`config.mk`:
```
export PLATFORM = sky130hd
export DESIGN_NAME = gaus_kernel_acc_flat
export DESIGN_NICKNAME = d
export VERILOG_FILES = /design/src/rtl/gaus_pkg.sv /design/src/rtl/gaus_kernel_acc_if.sv /design/src/rtl/gaus_adder_tree.sv /design/src/rtl/gaus_kernel_acc.sv /design/src/flat_wrapper.sv
export SDC_FILE = /design/constraint.sdc
export NUM_CORES = 1
export LEC_CHECK = 0
export CORE_UTILIZATION = 35
export DETAILED_ROUTE_END_ITERATION = 10
export PLACE_DENSITY = 0.58
export SYNTH_ARGS = -nofsm -noshare
export SYNTH_HDL_FRONTEND = slang
export SYNTH_SLANG_ARGS = --single-unit
```
`constraint.sdc`:
```
create_clock -name clk -period 3.2 [get_ports clk]
set_clock_uncertainty 0.15 [all_clocks]
set_input_delay 0.48 -clock clk [delete_from_list [all_inputs] [get_ports clk]]
set_output_delay 0.48 -clock clk [all_outputs]
set_load 0.01 [all_outputs]
```
`src/rtl/gaus_pkg.sv`:
```
// Shared helpers for the Gaussian kernel accumulator family: width
// derivation and the rounding constant used by the normaliser.
package gaus_pkg;

  // Ceiling log2; clog2(1) = 0.
  function automatic int clog2(input int n);
    int r;
    int v;
    r = 0;
    v = 1;
    while (v < n) begin
      v = v << 1;
      r++;
    end
    return r;
  endfunction

  // Depth of the adder tree for a given tap count.
  function automatic int calc_d(input int taps);
    return clog2(taps);
  endfunction

  // Width of a single pixel * coefficient product.
  function automatic int calc_pw(input int dw, input int cw);
    return dw + cw;
  endfunction

  // Width of one line sum: product width plus one bit per tree level.
  function automatic int calc_sw(input int taps, input int dw, input int cw);
    return calc_pw(dw, cw) + calc_d(taps);
  endfunction

  // Width of the 2-D accumulator; no growth when a single row is summed.
  function automatic int calc_aw(input int taps, input int dw, input int cw, input int rows);
    return (rows > 1) ? calc_sw(taps, dw, cw) + clog2(rows) : calc_sw(taps, dw, cw);
  endfunction

  // Row counter width, never narrower than one bit.
  function automatic int calc_rcw(input int rows);
    return (rows > 1) ? clog2(rows) : 1;
  endfunction

  // Half an LSB of the shifted result, i.e. the round-half-up bias.
  function automatic logic [63:0] round_const(input int shift);
    return (shift > 0) ? (64'd1 << (shift - 1)) : 64'd0;
  endfunction

endpackage

```
`src/rtl/gaus_kernel_acc_if.sv`:
```
// Line/result bus between the window fetch, the kernel accumulator and the
// downstream pyramid stage.
interface gaus_kernel_acc_if #(
  parameter int TAPS = 7,
  parameter int DW   = 8,
  parameter int CW   = 8,
  parameter int OW   = 16
);
  logic                 clear;
  logic                 start;
  logic [TAPS*DW-1:0]   a;
  logic [TAPS*CW-1:0]   b;
  logic [OW-1:0]        result;
  logic                 finish;
  logic                 overflow;

  modport master (output clear, start, a, b, input result, finish, overflow);
  modport slave  (input clear, start, a, b, output result, finish, overflow);
endinterface

```
`src/rtl/gaus_adder_tree.sv`:
```
// Pipelined binary reduction tree. One register level per halving; an odd
// element at any level is carried through a register, zero-extended, so all
// paths have the same latency. A valid bit travels alongside the data.
module gaus_adder_tree
  import gaus_pkg::*;
#(
  parameter int N  = 7,
  parameter int IW = 16
) (
  input  logic                      clk,
  input  logic                      rst_n,
  input  logic                      i_clear,
  input  logic                      i_valid,
  input  logic [N*IW-1:0]           i_data,
  output logic                      o_valid,
  output logic [IW+clog2(N)-1:0]    o_sum
);

  localparam int L = clog2(N);

  // Element count at a given tree level.
  function automatic int nodes_at(input int lvl);
    int c;
    c = N;
    for (int k = 0; k < lvl; k++) c = (c + 1) / 2;
    return c;
  endfunction

  // Bit offset of a level inside the flattened node vector.
  function automatic int offs(input int lvl);
    int o;
    o = 0;
    for (int k = 0; k < lvl; k++) o += nodes_at(k) * (IW + k);
    return o;
  endfunction

  localparam int TOT = offs(L + 1);

  // All levels packed back to back; level l holds nodes_at(l) words of IW+l bits.
  logic [TOT-1:0] w_flat;
  logic [L:0]     w_vld;

  assign w_flat[N*IW-1:0] = i_data;
  assign w_vld[0]         = i_valid;

  for (genvar l = 1; l <= L; l++) begin : g_lvl
    localparam int NL = nodes_at(l);
    localparam int NP = nodes_at(l - 1);
    localparam int WL = IW + l;
    localparam int WP = IW + l - 1;
    localparam int PO = offs(l - 1);
    localparam int CO = offs(l);

    logic r_vld;

    // Valid bit of this level; clear flushes it so aborted lines vanish.
    always_ff @(posedge clk or negedge rst_n) begin
      if (!rst_n)       r_vld <= 1'b0;
      else if (i_clear) r_vld <= 1'b0;
      else              r_vld <= w_vld[l-1];
    end

    for (genvar j = 0; j < NL; j++) begin : g_node
      logic [WL-1:0] r_sum;

      if (2 * j + 1 < NP) begin : g_pair
        // Pairwise sum, widened by one bit so nothing is truncated.
        always_ff @(posedge clk)
          r_sum <= WL'(w_flat[PO + (2*j)*WP +: WP]) + WL'(w_flat[PO + (2*j+1)*WP +: WP]);
      end else begin : g_pass
        // Unpaired element: delay one level to stay aligned with its peers.
        always_ff @(posedge clk)
          r_sum <= WL'(w_flat[PO + (2*j)*WP +: WP]);
      end

      assign w_flat[CO + j*WL +: WL] = r_sum;
    end

    assign w_vld[l] = r_vld;
  end

  assign o_sum   = w_flat[offs(L) +: IW + L];
  assign o_valid = w_vld[L];

endmodule

```
`src/rtl/gaus_kernel_acc.sv`:
```
// 2-D Gaussian kernel accumulator: per-line dot product of pixels and
// coefficients through a registered multiplier stage and a pipelined adder
// tree, ROWS line sums accumulated into one kernel sum, then rounded
// (half-up), right-shifted and saturated to OW bits.
module gaus_kernel_acc
  import gaus_pkg::*;
#(
  parameter int TAPS  = 7,
  parameter int DW    = 8,
  parameter int CW    = 8,
  parameter int ROWS  = 7,
  parameter int SHIFT = 8,
  parameter int OW    = 16
) (
  input  logic               clk,
  input  logic               rst_n,
  gaus_kernel_acc_if.slave   io_bus
);

  localparam int PW  = calc_pw(DW, CW);
  localparam int SW  = calc_sw(TAPS, DW, CW);
  localparam int AW  = calc_aw(TAPS, DW, CW, ROWS);
  localparam int RCW = calc_rcw(ROWS);
  // Wide enough to hold both the rounded sum and the OW-bit ceiling.
  localparam int XW  = (AW + 1 > OW) ? AW + 1 : OW + 1;

  localparam logic [AW:0]    RND      = (AW + 1)'(round_const(SHIFT));
  localparam logic [RCW-1:0] LAST_ROW = RCW'(ROWS - 1);

  logic [TAPS*PW-1:0] r_prod;
  logic               r_prod_vld;
  logic [SW-1:0]      w_line;
  logic               w_line_vld;
  logic [AW-1:0]      r_acc;
  logic [AW-1:0]      w_full;
  logic [RCW-1:0]     r_row_cnt;
  logic [AW:0]        w_rnd;
  logic [XW-1:0]      w_rnd_x;
  logic               w_sat;
  logic [OW-1:0]      w_res;
  logic [OW-1:0]      r_result;
  logic               r_finish;
  logic               r_overflow;

  // Product-stage valid: a start that coincides with clear is dropped.
  // NOTE: state is updated with <= so every register samples pre-edge values.
  always_ff @(posedge clk or negedge rst_n) begin
    if (!rst_n) r_prod_vld <= 1'b0;
    else        r_prod_vld <= io_bus.start & ~io_bus.clear;
  end

  // One registered multiplier per tap, full-width products.
  // NOTE: pure datapath registers carry no reset; only the valid bits qualify them.
  always_ff @(posedge clk) begin
    for (int i = 0; i < TAPS; i++)
      r_prod[i*PW +: PW] <= PW'(io_bus.a[i*DW +: DW]) * PW'(io_bus.b[i*CW +: CW]);
  end

  gaus_adder_tree #(
    .N  (TAPS),
    .IW (PW)
  ) u_tree (
    .clk     (clk),
    .rst_n   (rst_n),
    .i_clear (io_bus.clear),
    .i_valid (r_prod_vld),
    .i_data  (r_prod),
    .o_valid (w_line_vld),
    .o_sum   (w_line)
  );

  // Kernel sum including the arriving line, then round, shift and saturate.
  assign w_full  = r_acc + AW'(w_line);
  assign w_rnd   = ({1'b0, w_full} + RND) >> SHIFT;
  assign w_rnd_x = XW'(w_rnd);
  assign w_sat   = |(w_rnd_x >> OW);
  assign w_res   = w_sat ? {OW{1'b1}} : OW'(w_rnd);

  // Row accumulation; the terminal row emits the result and restarts the kernel.
  always_ff @(posedge clk or negedge rst_n) begin
    if (!rst_n) begin
      r_acc      <= '0;
      r_row_cnt  <= '0;
      r_result   <= '0;
      r_finish   <= 1'b0;
      r_overflow <= 1'b0;
    end else begin
      r_finish   <= 1'b0;
      r_overflow <= 1'b0;
      if (io_bus.clear) begin
        r_acc     <= '0;
        r_row_cnt <= '0;
      end else if (w_line_vld) begin
        if (r_row_cnt != LAST_ROW) begin
          r_acc     <= w_full;
          r_row_cnt <= r_row_cnt + RCW'(1);
        end else begin
          r_acc      <= '0;
          r_row_cnt  <= '0;
          r_result   <= w_res;
          r_finish   <= 1'b1;
          r_overflow <= w_sat;
        end
      end
    end
  end

  assign io_bus.result   = r_result;
  assign io_bus.finish   = r_finish;
  assign io_bus.overflow = r_overflow;

endmodule

```
`src/flat_wrapper.sv`:
```
// flat-port wrapper written by rule: the top's interface ports become plain ports
module gaus_kernel_acc_flat import gaus_pkg::*;
#(
  parameter int TAPS  = 7,
  parameter int DW    = 8,
  parameter int CW    = 8,
  parameter int ROWS  = 7,
  parameter int SHIFT = 8,
  parameter int OW    = 16
)
  (clk, rst_n, io_bus_clear, io_bus_start, io_bus_a, io_bus_b, io_bus_result, io_bus_finish, io_bus_overflow);
  gaus_kernel_acc_if #(.TAPS(TAPS), .DW(DW), .CW(CW), .OW(OW)) io_bus_i ();
  input  logic clk;
  input  logic rst_n;
  input wire logic [$bits(io_bus_i.clear)-1:0] io_bus_clear;
  input wire logic [$bits(io_bus_i.start)-1:0] io_bus_start;
  input wire logic [$bits(io_bus_i.a)-1:0] io_bus_a;
  input wire logic [$bits(io_bus_i.b)-1:0] io_bus_b;
  output wire logic [$bits(io_bus_i.result)-1:0] io_bus_result;
  output wire logic [$bits(io_bus_i.finish)-1:0] io_bus_finish;
  output wire logic [$bits(io_bus_i.overflow)-1:0] io_bus_overflow;
  assign io_bus_i.clear = io_bus_clear;
  assign io_bus_i.start = io_bus_start;
  assign io_bus_i.a = io_bus_a;
  assign io_bus_i.b = io_bus_b;
  assign io_bus_result = io_bus_i.result;
  assign io_bus_finish = io_bus_i.finish;
  assign io_bus_overflow = io_bus_i.overflow;
  gaus_kernel_acc #(.TAPS(TAPS), .DW(DW), .CW(CW), .ROWS(ROWS), .SHIFT(SHIFT), .OW(OW)) u_core (.clk(clk), .rst_n(rst_n), .io_bus(io_bus_i));
endmodule
```
# ---- Word-level counts from Yosys, hierarchy flattened
# Index checks and enable logic that the tools add are counted.
# W data, S select, Z words.
dict set report classes {
  reduce_logical 2
  n_addsub 9
  muxes 12
  n_mul 7
  eq_ne 1
  bitwise_logic 3
}
# cell n
set op_table {}
lappend op_table {{$mul A8 B8 Y16} 7}
lappend op_table {{$mux W22} 3}
lappend op_table {{$add A16 B16 Y17} 3}
lappend op_table {{$add A22 B8 Y23 const B} 1}
lappend op_table {{$add A22 B19 Y22} 1}
lappend op_table {{$add A18 B18 Y19} 1}
lappend op_table {{$add A17 B16 Y18} 1}
lappend op_table {{$add A17 B17 Y18} 1}
lappend op_table {{$mux W3} 3}
lappend op_table {{$mux W1} 6}
lappend op_table {{$add A3 B1 Y3 const B} 1}
lappend op_table {{$ne A3 B3 Y1 const B} 1}
lappend op_table {{$reduce_and A3 Y1} 1}
lappend op_table {{$not A1 Y1} 2}
lappend op_table {{$reduce_bool A2 Y1} 1}
lappend op_table {{$and A1 B1 Y1} 1}
dict set report word_totals {
  out_inout_bits 18
  inputBits 116
  elab_cells 50
  regBits 279
}

# ---- Logic depth before layout (Yosys ltp)
dict set report depth {
  word_depth 4
  depth_mapped 18
  ltp_nobuf 18
}

# ---- Modules after synthesis
# A second synthesis with hierarchy kept.
dict set report unflattened {
  hier_cells 2770
  hier_area_um2 26070.0
}
# module area_each_um2 seq_area_each_um2 cells_each n_inst
set modules_own_cells {}
lappend modules_own_cells {gaus_kernel_acc 19177.1 3293.2 2053 1}
lappend modules_own_cells {gaus_adder_tree 6892.9 2517.4 717 1}

# ---- Worst setup path before layout
# Ideal clock, no wire load.
dict set report synth_timing {
  path_type {input-to-reg}
  startpoint {input port io_bus_a[53]}
  endpoint {register u_core.r_prod[111]}
  t_arrival_ns 4.299
  n_path_buf 0
  slack_ns -1.370
  cell_stages 17
  path_cell_list {and2_1 -> fa_1 -> inv_1 -> fa_1 -> inv_1 -> fa_1 -> inv_1 -> fa_1 -> inv_1 -> ha_1 -> a21boi_0 -> o21ai_0 -> nand2b_1 -> a21o_1 -> a41o_1 -> o41a_1 -> xnor2_1}
}
dict set report synth_via {
  elab_chain_len 1
}
# element line
set synth_lines {}
lappend synth_lines {{start: declaration} flat_wrapper.sv:17} ;# input wire logic [$bits(io_bus_i.a)-1:0] io_bus_a;
lappend synth_lines {{$mul A8 B8 Y16} gaus_kernel_acc.sv:56} ;# r_prod[i*PW +: PW] <= PW'(io_bus.a[i*DW +: DW]) * PW'(io_bus.b[i*CW +: CW]);
lappend synth_lines {{end signal: indexed assignment} gaus_kernel_acc.sv:56}
lappend synth_lines {{end: declaration} gaus_kernel_acc.sv:30} ;# logic [TAPS*PW-1:0] r_prod;
# No other way between the ends.
# A chain may end at the register's enable or synchronous reset.

# ---- Final worst setup path
# Ends and elaborated chain as after synthesis.

==> results.sh <==
export IMPL_syn_instance_count=2726
export IMPL_fin_crit_ns=4.086
export IMPL_cp_end_kind="register"
export IMPL_combPwrFrac_pct=66.4
export IMPL_grt_max_degree=46
export IMPL_clockBufferDepth=3
export IMPL_crit_arrival_ns=4.39
export IMPL_pin_count=134
export IMPL_crit_start="io_bus_a[53]"
export IMPL_drc=0
export IMPL_via_per_inst=4.573
export IMPL_ys_seq_elements=279
export IMPL_core_area_um2=72960
export IMPL_internal_power_w=0.01617
export IMPL_diodes=0
export IMPL_drtIter0Drc=560
export IMPL_worstReg2RegStart="u_core.r_acc[2]"
export IMPL_vias=19540
export IMPL_grt_pass1_vias=20190
export IMPL_tns_ns=-25.23
export IMPL_min_from="io_bus_a[32]"
export IMPL_grt_pass1_wl_um=94780
export IMPL_status="finished with violations"
export IMPL_crit_fanout=2
export IMPL_switching_share_pct=39.83
export IMPL_endpoint="u_core.r_prod[111]"
export IMPL_finalNetCount=4040
export IMPL_period_share_pct=127.7
export IMPL_fp_dieH_um=273.5
export IMPL_synth_cell_types=76
export IMPL_async_flop_share_pct=16.13
export IMPL_rows=99
export IMPL_power_density_nw_per_um2=791.4
export IMPL_cts_clk_slew_worst_paths_ns=0.06
export IMPL_gp_congestion=0.8105
export IMPL_hpwlAfterDp_um=45220
export IMPL_r2r_slack_ns=0.08
export IMPL_clock_latency_ns=0.56
export IMPL_drt_first_pass_iters=7
export IMPL_fmax_ghz=0.2447
export IMPL_r2r_cells=11
export IMPL_overflow=0
export IMPL_min_path_type="in2reg"
export IMPL_drtAntennaViolNets=0
export IMPL_initial_core_util_pct=35.37
export IMPL_die_area_um2=74820
export IMPL_place_inst=4169
export IMPL_die_x_um=273.5
export IMPL_worst_setup_path_type="in2reg"
export IMPL_wire_per_inst_um=12.77
export IMPL_rsz0062_at_grt="true"
export IMPL_cts_sinks=279
export IMPL_power_share_sequential_pct=21.3
export IMPL_violations="setup timing"
export IMPL_antenna_found_initial=0
export IMPL_yosys_warnings=0
export IMPL_syn_area_per_cell_um2=9.467
export IMPL_cts_buffers=28
export IMPL_tightest_slew_ns=1.052
export IMPL_setup_viol=59
export IMPL_hold_violations=0
export IMPL_clock_root_buffer="clkbuf_16"
export IMPL_routed_wl_um=54580
export IMPL_worst_ep_required_time_ns=3.50
export IMPL_irDropWorstVdd_v=0.0005226
export IMPL_numPortBuffers=131
export IMPL_seq_area_frac_synth_pct=22.52
export IMPL_slew_viol_final=0
export IMPL_hold_worst_slack_ns=0.1500
export IMPL_p_leak_nw=16.85
export IMPL_power_switching_w=0.01070
export IMPL_layout_drive_gt1_share_pct=26.34
export IMPL_worstSetupStartpointType="input pin"
export IMPL_max_cap_violations=0
export IMPL_stdcell_count=4273
export IMPL_grt_util_all_layers_pct=15.02
export IMPL_reg2reg_to="u_core.io_bus.result[13]"
export IMPL_fin_ws_ns=-0.8859
export IMPL_syn_cell_area_um2=25810
export IMPL_slew_headroom_pct=29.84
export IMPL_htreeDepth=1
export IMPL_synthFlopType="dfxtp_1"
export IMPL_synth_edff_count=0
export IMPL_syn2layout_area_growth_pct=31.60
export IMPL_cts_tree="done"
export IMPL_pwr_share_clk_pct=12.3
-- worst min path at each step --
stage | to | cells past startpoint
2_1_floorplan | u_core.io_bus.finish | 0
3_3_place_gp | u_core.u_tree.g_lvl[1].g_node[3].r_sum[4] | 0
3_5_place_dp | u_core.u_tree.g_lvl[1].g_node[3].r_sum[7] | 0
4_1_cts | u_core.r_prod[64] | 3
5_1_grt | u_core.r_prod[64] | 3
6_report | u_core.r_prod[64] | 3
-- registers in the layout, indices dropped and copies added, names as in the netlist --
signal / cells
u_core.io_bus.result: 15
u_core.u_tree.g_lvl.r_vld: 2
u_core.io_bus.finish: 1
u_core.r_prod_vld: 1
u_core.u_tree.g_lvl.g_node.r_sum: 103
u_core.r_acc: 22
u_core.r_prod: 112
u_core.u_tree.o_sum: 19
u_core.r_row_cnt: 3
u_core.u_tree.o_valid: 1
-- power groups by stage --
stage	Sequential, W	Combinational [W]	Clock (W)
2_1_floorplan	0.00543	0.0117	0
3_3_place_gp	0.00584	0.0161	0
3_5_place_dp	0.00582	0.0162	0
4_1_cts	0.00577	0.0174	0.00340
5_1_grt	0.00584	0.0202	0.00354
6_report	0.00573	0.0179	0.00329
-- routing by layer --
metal  part of all wire [%]  global-route usage [%]
met5                      0                       0
met4                    1.1                   2.146
met3                    1.7                   1.219
met2                     50                   26.73
met1                     47                   20.09
-- layout by cell type, fill, tap and decap left out, drive strengths merged, types with 8 or more instances in the layout --
master	instances
clkbuf	39
a31oi	12
dlygate4sd2	24
clkdlybuf4s15	8
dfxtp	234
and3	15
or3	11
a21oi	93
a21boi	12
a22o	12
nor3	36
xor2	43
a211oi	10
buf	493
o41a	9
o211ai	10
and2	360
fa	259
nand3	35
clkinv	11
clkdlybuf4s50	19
dfrtp	45
nor2	111
o2111ai	9
inv	402
xnor2	139
a41o	9
nand2b	18
ha	371
o21a	24
a21o	36
nand2	205
nor2b	29
o21ai	88
-- cell families (layout without fill, tap and decap cells) --
group | count (synthesis) | count (layout) | synth area share [%]
mux | 1 | 1 | 0.03879
xor+xnor | 182 | 182 | 6.206
fa+ha+maj | 630 | 630 | 38.08
other cells | 1 | 2 | 0.01453
simple gates | 850 | 850 | 17.46
buf+inv | 412 | 999 | 6.055
compound gates | 371 | 371 | 9.633
flops | 279 | 279 | 22.52
-- repair_timing --
item | in CTS | in global routing
hold buffers | 1 | 0
gates resized for setup | 636 | 168
buffers inserted | 50 | 31
endpoints found under the setup margin | 80 | 75
hold endpoints to repair | 45 | 0
pin swaps | 193 | 185
-- area by class of cell --
type / instances / area (um^2)
fillers: 6916 / 39000
multi-input cells: 2036 / 19880
flip-flops and latches: 279 / 5811
repair buffers: 548 / 4618
inverters: 401 / 1515
well taps: 959 / 1200
clock buffers: 36 / 813.3
clock inverters: 14 / 120.1
-- through the flow --
stage	cell area (um^2)	total power [W]	setup WS, ns	util, %
floorplan	26270	0.01709	-1.255	-
global placement	31450	0.02198	-1.888	43.10
detailed placement	31450	0.02206	-1.938	43.10
CTS	33340	0.02658	-0.8596	45.70
global route	33960	0.02962	-0.9928	46.55
finish	33960	0.02688	-0.8859	46.55
-- cell usage after synthesis, types with 6 or more instances --
cell type / instances / area (um^2)
o41a_1: 9 / 101.4
o21bai_1: 7 / 52.55
or3_1: 11 / 68.82
nand4_1: 7 / 43.79
nand2_1: 204 / 765.7
or2_2: 6 / 37.54
xnor2_1: 139 / 1217
a21o_1: 36 / 270.3
nor2b_1: 29 / 181.4
xor2_1: 42 / 367.9
fa_1: 259 / 5185
a31oi_1: 12 / 75.07
o31ai_1: 6 / 45.04
nor2_1: 111 / 416.7
a21boi_0: 10 / 75.07
nand3_1: 33 / 165.2
a41o_1: 9 / 90.09
clkbuf_1: 7 / 26.28
dfxtp_1: 234 / 4684
o2111ai_1: 9 / 78.83
o21ai_0: 81 / 405.4
o211ai_1: 8 / 60.06
and2_1: 360 / 2252
a22o_1: 12 / 105.1
o21a_1: 24 / 180.2
a21oi_1: 93 / 465.5
nand2b_1: 18 / 112.6
a211oi_1: 9 / 67.56
dfrtp_1: 45 / 1126
inv_1: 401 / 1505
nor3_1: 35 / 175.2
ha_1: 371 / 4642
and3_1: 15 / 93.84
-- critical path: stages --
cell and delay [ns]:
buf_6 0.09, and2_4 0.15, fa_1 0.56, inv_2 0.05
fa_1 0.51, inv_1 0.05, fa_1 0.49, inv_2 0.04
fa_1 0.54, inv_2 0.04, ha_4 0.21, a21boi_4 0.14
o21ai_1 0.12, nand2b_1 0.09, a21o_1 0.18, a41o_1 0.21
o41a_1 0.32, xnor2_1 0.12
No activity file was read; power rests on OpenSTA's default activity.
